### src/rtl/rv_pkg.sv
// rtl/rv_pkg.sv - shared formats, opcodes, NOP word and loader states
package rv_pkg;

  typedef enum logic [3:0] {
    FMT_R     = 4'd0,
    FMT_I     = 4'd1,
    FMT_L     = 4'd2,
    FMT_S     = 4'd3,
    FMT_B     = 4'd4,
    FMT_LUI   = 4'd5,
    FMT_AUIPC = 4'd6,
    FMT_JAL   = 4'd7,
    FMT_JALR  = 4'd8
  } fmt_t;

  localparam logic [6:0] OP_R     = 7'b0110011;
  localparam logic [6:0] OP_I     = 7'b0010011;
  localparam logic [6:0] OP_L     = 7'b0000011;
  localparam logic [6:0] OP_S     = 7'b0100011;
  localparam logic [6:0] OP_B     = 7'b1100011;
  localparam logic [6:0] OP_LUI   = 7'b0110111;
  localparam logic [6:0] OP_AUIPC = 7'b0010111;
  localparam logic [6:0] OP_JAL   = 7'b1101111;
  localparam logic [6:0] OP_JALR  = 7'b1100111;

  // addi x0,x0,0
  localparam logic [31:0] NOP_WORD = 32'h00000013;

  typedef enum logic [1:0] {
    ST_IDLE  = 2'd0,
    ST_RUN   = 2'd1,
    ST_FLUSH = 2'd2,
    ST_DONE  = 2'd3
  } state_t;

endpackage

### src/rtl/instr_pack.sv
// rtl/instr_pack.sv - combinational field-to-RV32I word packer with illegal-format flag
module instr_pack
  import rv_pkg::*;
#(
  parameter logic [31:0] NOP_WORD = rv_pkg::NOP_WORD
) (
  input  logic [3:0]  fmt,
  input  logic [4:0]  rd,
  input  logic [4:0]  rs1,
  input  logic [4:0]  rs2,
  input  logic [2:0]  funct3,
  input  logic [6:0]  funct7,
  input  logic [31:0] imm,
  output logic [31:0] word,
  output logic        illegal
);

  // Select the field layout for the requested format; unknown formats become a NOP
  always_comb begin
    logic [11:0] i_imm;
    word    = NOP_WORD;
    illegal = 1'b0;
    // Shift-immediate forms carry funct7 in the upper immediate bits
    if (funct3 == 3'b001 || funct3 == 3'b101) begin
      i_imm = {funct7, imm[4:0]};
    end else begin
      i_imm = imm[11:0];
    end
    case (fmt)
      FMT_R:     word = {funct7, rs2, rs1, funct3, rd, OP_R};
      FMT_I:     word = {i_imm, rs1, funct3, rd, OP_I};
      FMT_L:     word = {imm[11:0], rs1, funct3, rd, OP_L};
      FMT_JALR:  word = {imm[11:0], rs1, 3'b000, rd, OP_JALR};
      FMT_S:     word = {imm[11:5], rs2, rs1, funct3, imm[4:0], OP_S};
      FMT_B:     word = {imm[12], imm[10:5], rs2, rs1, funct3, imm[4:1], imm[11], OP_B};
      FMT_LUI:   word = {imm[31:12], rd, OP_LUI};
      FMT_AUIPC: word = {imm[31:12], rd, OP_AUIPC};
      FMT_JAL:   word = {imm[20], imm[10:1], imm[11], imm[19:12], rd, OP_JAL};
      default: begin
        word    = NOP_WORD;
        illegal = 1'b1;
      end
    endcase
  end

endmodule

### src/rtl/instr_encoder_loader.sv
// rtl/instr_encoder_loader.sv - encodes instruction requests and streams them into IMEM from address 0
module instr_encoder_loader
  import rv_pkg::*;
#(
  parameter int          ADDR_W   = 10,
  parameter logic [31:0] NOP_WORD = rv_pkg::NOP_WORD
) (
  input  logic              clk,
  input  logic              reset,
  input  logic              start,
  input  logic              in_valid,
  output logic              in_ready,
  input  logic [3:0]        in_fmt,
  input  logic [4:0]        in_rd,
  input  logic [4:0]        in_rs1,
  input  logic [4:0]        in_rs2,
  input  logic [2:0]        in_funct3,
  input  logic [6:0]        in_funct7,
  input  logic [31:0]       in_imm,
  input  logic              in_last,
  output logic              imem_we,
  output logic [ADDR_W-1:0] imem_addr,
  output logic [31:0]       imem_wdata,
  output logic              busy,
  output logic              done,
  output logic              overflow,
  output logic              err
);

  localparam logic [ADDR_W-1:0] LAST_ADDR = {ADDR_W{1'b1}};

  state_t            state;
  state_t            state_next;
  logic [ADDR_W-1:0] addr;
  logic              full_end;
  logic [31:0]       packed_word;
  logic              packed_illegal;
  logic              accept;
  logic              at_last_addr;

  instr_pack #(.NOP_WORD(NOP_WORD)) u_pack (
    .fmt     (in_fmt),
    .rd      (in_rd),
    .rs1     (in_rs1),
    .rs2     (in_rs2),
    .funct3  (in_funct3),
    .funct7  (in_funct7),
    .imm     (in_imm),
    .word    (packed_word),
    .illegal (packed_illegal)
  );

  assign accept       = in_valid & in_ready;
  assign at_last_addr = (addr == LAST_ADDR);

  // Session state register
  always_ff @(posedge clk) begin
    if (reset) begin
      state <= ST_IDLE;
    end else begin
      state <= state_next;
    end
  end

  // Next-state and status outputs; a full IMEM ends the session like in_last
  always_comb begin
    state_next = state;
    in_ready   = 1'b0;
    busy       = 1'b0;
    done       = 1'b0;
    case (state)
      ST_IDLE: begin
        if (start) state_next = ST_RUN;
      end
      ST_RUN: begin
        in_ready = 1'b1;
        busy     = 1'b1;
        if (accept && (in_last || at_last_addr)) state_next = ST_FLUSH;
      end
      ST_FLUSH: begin
        busy       = 1'b1;
        state_next = ST_DONE;
      end
      ST_DONE: begin
        done       = 1'b1;
        state_next = ST_IDLE;
      end
      default: state_next = ST_IDLE;
    endcase
  end

  // Address counter, registered write port and sticky flags
  always_ff @(posedge clk) begin
    if (reset) begin
      addr       <= '0;
      full_end   <= 1'b0;
      err        <= 1'b0;
      overflow   <= 1'b0;
      imem_we    <= 1'b0;
      imem_addr  <= '0;
      imem_wdata <= '0;
    end else begin
      imem_we <= accept;
      if (accept) begin
        imem_addr  <= addr;
        imem_wdata <= packed_word;
        addr       <= addr + 1'b1;
        if (packed_illegal) err <= 1'b1;
        if (at_last_addr && !in_last) full_end <= 1'b1;
      end
      if (state == ST_IDLE && start) begin
        addr     <= '0;
        err      <= 1'b0;
        overflow <= 1'b0;
        full_end <= 1'b0;
      end
      // Requests arriving after the memory filled up are dropped but flagged
      if ((state == ST_FLUSH || state == ST_DONE) && full_end && in_valid) begin
        overflow <= 1'b1;
      end
    end
  end

endmodule
### config.mk
export PLATFORM = sky130hd
export DESIGN_NAME = instr_encoder_loader
export DESIGN_NICKNAME = d
export VERILOG_FILES = /design/src/rtl/rv_pkg.sv /design/src/rtl/instr_pack.sv /design/src/rtl/instr_encoder_loader.sv
export SDC_FILE = /design/constraint.sdc
export NUM_CORES = 1
export LEC_CHECK = 0
export CAP_MARGIN = 20
export CELL_PAD_IN_SITES_DETAIL_PLACEMENT = 1
export CELL_PAD_IN_SITES_GLOBAL_PLACEMENT = 2
export CORE_AREA = 4 4 112 114
export CTS_BUF_LIST = sky130_fd_sc_hd__clkbuf_16
export CTS_CLUSTER_SIZE = 8
export DETAILED_ROUTE_END_ITERATION = 10
export DIE_AREA = 0 0 116 118
export PLACE_DENSITY = 0.88
export SKIP_CTS_REPAIR_TIMING = 1
export SLEW_MARGIN = 25
export SYNTH_ARGS = -nofsm -noshare
export SYNTH_HDL_FRONTEND = slang
export SYNTH_SLANG_ARGS = --single-unit
### constraint.sdc
create_clock -name clk -period 2.7 [get_ports clk]
set_input_delay 0.54 -clock clk [delete_from_list [all_inputs] [get_ports clk]]
set_output_delay 0.54 -clock clk [all_outputs]
set_load 0.005 [all_outputs]
# Yosys cells after proc, flatten, opt, wreduce, memory -nomap -nowiden
# Index checks and enable logic that the tools add are counted.
dict set report classes {
  n_reduce_logical 18
  eq_ne 16
  n_mul 0
  n_mux 10
  div 0
  shifts 0
  bitwise_logic 2
  add_sub_neg 1
  magnitude_cmp 0
}
# cell n
set op_table {}
lappend op_table {{case mux 32 bit (9 select lines)} 1}
lappend op_table {{equality test 4 x 3 -> 1 bit (second input constant)} 4}
lappend op_table {{2-to-1 mux 12 bit} 1}
lappend op_table {{adder 10 x 1 -> 10 bit (second input constant)} 1}
lappend op_table {{equality test 10 bit (second input constant)} 1}
lappend op_table {{OR reduction 9 bit} 1}
lappend op_table {{equality test 4 x 2 -> 1 bit (second input constant)} 2}
lappend op_table {{case mux 2 bit (4 select lines)} 1}
lappend op_table {{AND reduction 2 bit} 3}
lappend op_table {{logical AND 1 bit} 5}
lappend op_table {{2-to-1 mux 1 bit} 5}
lappend op_table {{equality test 2 bit (second input constant)} 2}
lappend op_table {{equality test 4 x 1 -> 1 bit (second input constant)} 1}
lappend op_table {{equality test 4 bit (second input constant)} 1}
lappend op_table {{logical NOT 4 bit} 1}
lappend op_table {{2-to-1 mux 2 bit} 2}
lappend op_table {{!= test 2 bit (second input constant)} 2}
lappend op_table {{OR reduction 2 bit} 2}
lappend op_table {{equality test 3 x 1 -> 1 bit (second input constant)} 1}
lappend op_table {{equality test 3 bit (second input constant)} 1}
lappend op_table {{logical OR 1 bit} 3}
lappend op_table {{equality test 2 x 1 -> 1 bit (second input constant)} 1}
lappend op_table {{logical NOT 2 bit} 1}
lappend op_table {{nonzero test 2 bit} 1}
lappend op_table {{3 further kinds} 3}
dict set report word_totals {
  out_inout_bits 48
  ramBits 0
  ff_bits 58
  mem_bits_ro 0
  latchBits 0
  mem_count 0
  word_cells 55
  inputBits 66
}

# Logic depth before layout (Yosys ltp)
dict set report depth {
  depth_word 6
  depth_mapped 8
  ltp_nobuf 6
}

# Hierarchy
# A second synthesis with hierarchy kept.
dict set report hier_totals {
  hier_cells 398
  hier_area_um2 3118.0
}
# mod seq_area_each_um2 area_per_inst_um2 instances cells_per_inst
set modules_own_cells {}
lappend modules_own_cells {instr_encoder_loader 1161.1 2222.1 1 267}
lappend modules_own_cells {instr_pack 0.0 895.9 1 131}

# Worst setup path after synthesis
# OpenSTA, ideal clock, no wires.
dict set report synth_path {
  kind {in2reg}
  startpoint {input port in_fmt[0]}
  endpoint {register imem_wdata[26]}
  arrival_ns 1.653
  setup_time_ns 0.074
  cell_stages 6
  required_time_ns 2.626
  path_slack_ns 0.973
  n_path_buf 2
  cell_sequence {buf_6 or3_4 a31oi_4 buf_6 o211ai_1 o22ai_2}
}
dict set report synth_via {
  elab_chain_cells 2
  elab_cells_between_ends 10
  cone_classes {eq/ne (8); mux (1); reduce/logical (1)}
}
# item line_no
set synth_rtl {}
lappend synth_rtl {{start: declaration} instr_encoder_loader.sv:13} ;# input logic [3:0] in_fmt,
lappend synth_rtl {{equality test 4 x 3 -> 1 bit (tied with other cells)} instr_pack.sv:29} ;# case (fmt)
lappend synth_rtl {{case mux 32 bit (9 select lines) (*)} instr_pack.sv:29}
lappend synth_rtl {{end signal: assignment} instr_encoder_loader.sv:106} ;# imem_wdata <= packed_word;
lappend synth_rtl {{end: declaration} instr_encoder_loader.sv:23} ;# output logic [31:0] imem_wdata,
# Every way passes the cells marked *; elsewhere a longest branch is shown, timed or not.
# A chain may end at the register's enable or synchronous reset.

# Final worst setup path
dict set report layout_path {
  startpoint {input port in_fmt[1]}
  endpoint {register imem_wdata[27]}
}
# The elaborated chain is that of the path after synthesis.

==> results.cfg <==
[setup_path]
critPathSlowestCell = clkdlybuf4s50_1
cp_num_buf_inv = 1
max_stage_delay_ns = 0.63
worst-setup-path-type = in2reg
endpoint_kind = flop
arrival_ns = 2.51
path_cells = clkdlybuf4s50_1 -> or3_4 -> a31oi_4 -> o21ai_0 -> o22ai_2
cp_top_family = compound AO/OA/AOI/OAI gates
crit_fanout = 16
startpoint_type = input port
cp.required_ns = 2.95

[synthesis]
synth-seq-cells = 57
synthTopCellsByCount = dfxtp_1 (57), nand2_1 (46), nor2_1 (32)
yosys_warnings = 0
synthFlopType = dfxtp_1
avgSynthCellArea_um2 = 8.25
synthTopCellsByArea = dfxtp_1 (38%), nand2_1 (5.8%), a221oi_1 (5.0%)
synth.largest_area_cell = dfxtp_1
synth_cells = 360
ys_seq_area_share_pct = 38.4
synth.top_cell.area_share_pct = 38.4
syn-num-nets = 432
synth_most_common_cell = dfxtp_1
synthDistinctLibCells = 49
synth-edff-count = 0
synthArstFlopShare_pct = 0
syn_area_mm2 = 0.00297

[floorplanning]
dieArea_mm2 = 0.0137
die_x_um = 116
core.rowCount = 39
start_util_pct = 26.0
die_h_um = 118
io_pins = 114
core_mm2 = 0.0114

[cts]
htree_levels = 3
cts.clk_slew.worst_paths_ns = 0.05
clock_latency_ns = 0.32
cts.path.max_buffers = 2
cts-buffers-inserted = 9
cts_root_buf = clkbuf_16
cts_tree = done
cts.sinks = 57

[power_and_ir_drop]
power_switching_uw = 863
power_frac_comb_pct = 28.5
peakVddDrop_v = 0.000316
p_int_mw = 2.04
pwr-share-clk_pct = 37.8
power.total_mw = 2.91
seq_power_share_pct = 33.6
powerDensity_mw_per_mm2 = 637
p_sw_share_pct = 29.7
power_leakage_nw = 1.62

[grt]
gr-total-overflow = 0
grt_max_degree = 39
track_usage_pct = 15.6
grt_util_met1_pct = 19.9
grt_pass1_vias = 3376
antenna_found_initial = 0
use_met2_pct = 25.0
use_met3_pct = 4.83
gr-max-usage-layer = met2
grt_pass1_wl_mm = 17.2

[layout]
fin_nets = 543
n_fill_cell = 1356
antenna_cells = 0
drive_gt1_share_pct = 9.03
area_growth_pct = 53.5

[timing]
worst_slack_ns = 0.442
timing.final.crit_share_pct = 83.6
rsz0062_at_grt = false
final_hold_viol_count = 0
fin_skew_ns = 0.00917
slew_violations = 0
fin_tns_setup_ns = 0
relSlewSlack_pct = 43.0
setup_violations = 0
fmax_mhz = 443
worst_pin_slew_ns = 0.852
whs_ns = 0.453
fin_crit_ns = 2.26

[route]
totalWireLength_mm = 10.5
postRouteAntennaNets = 0
first_pass_iters = 5
viasPerCell = 5.07
drt_iter0_markers = 124
drc = 0
vias = 3140
wire_per_inst_um = 17.0

[placed_design]
hpwlAfterDp_mm = 7.91
gp_congestion = 0.806
port_buffers = 113
pre_cts_ws_ns = 0.101

[flow_run]
max-cap-violations = 0

[hold_path]
hold_path_class = reg2reg

[outcome]
status = finished clean
## kinds of logic (layout without fill, tap and decap cells)
logic type,after synthesis,count (layout),synth area share (%)
AOI/OAI and AO/OA,124,124,28.8
xor gates and xnor gates,11,11,3.24
adders and majority gates,6,6,2.53
buffers and inverters,34,150,5.39
DFF,57,57,38.4
muxes,7,7,2.48
and+or+nand+nor,121,121,19.1
## final timing paths
path              slack, ns  depth (start not counted)                     endpoint                       from
setup reg to reg       0.74                          6  imem_wdata[27]$_SDFFE_PP0P_      state[1]$_SDFFE_PP0P_
setup / recovery       0.44                          5  imem_wdata[27]$_SDFFE_PP0P_                  in_fmt[1]
hold reg to reg        0.45                          2    imem_addr[3]$_SDFFE_PP0P_  imem_addr[3]$_SDFFE_PP0P_
hold / removal         0.45                          2    imem_addr[3]$_SDFFE_PP0P_  imem_addr[3]$_SDFFE_PP0P_
## metal layers
layer  wire length [um]  part of all wire [%]
met2               4960                    47
met1               4830                    46
met5                  0                     0
met3                605                   5.8
met4                122                   1.2
## power by group through the flow
stage          logic [mW]  clock network [mW]  registers [mW]
5_1_grt             0.920                1.17           0.988
6_report            0.829                1.10           0.978
3_5_place_dp        0.833                   0           0.994
4_1_cts             0.837                1.13           0.978
3_3_place_gp        0.811                   0           0.991
2_1_floorplan       0.407                   0           0.990
## area by class of cell
| class | count | area (um^2) | share of cell area [%] |
|---|---|---|---|
| well taps | 143 | 179 | 3.92 |
| repair buffers | 128 | 1260 | 27.5 |
| inverters | 6 | 22.5 | 0.494 |
| multi-input cells | 269 | 1670 | 36.7 |
| clock inverters | 7 | 62.6 | 1.37 |
| flip-flops and latches | 57 | 1140 | 25.0 |
| clock buffers | 9 | 225 | 4.94 |
## worst reg2reg max path: stages, from the launching register on
cell and delay (ns):
dfxtp_1 0.38, inv_1 0.10, ha_1 0.24, and2_2 0.34, a31oi_4 0.43, o21ai_0 0.20
o22ai_2 0.19
## through the flow
stage	cells	area (um^2)	util, %
after floorplan	360	2970	-
after detailed placement	603	4270	37.4
final	619	4560	39.9
after CTS	619	4560	39.9
after global placement	603	4270	37.4
after global routing	619	4560	39.9
## sequential cells by signal, indices dropped and copies added (netlist names)
register	count
overflow	1
addr	10
imem_addr	10
imem_we	1
err	1
state	2
full_end	1
imem_wdata	31
## layout by cell type, fill, tap and decap left out, types with 3 or more instances in the layout
cell type	count
clkdlybuf4s50_1	113
dfxtp_1	57
nand2_1	45
nor2_1	32
o21ai_0	29
a21oi_1	28
a221oi_1	17
buf_4	14
a31oi_1	9
clkbuf_16	9
xor2_1	8
and3_1	8
inv_1	7
and2_1	7
nand2b_1	6
o211ai_1	6
ha_1	6
nor3_1	5
nand4_1	5
o2bb2ai_1	5
a222oi_1	5
mux2i_1	4
a22oi_1	4
xnor2_1	3
nor2b_1	3
o22ai_1	3
o22ai_2	3
mux2_2	3
Note: power is estimated with default switching activity, not from simulation.
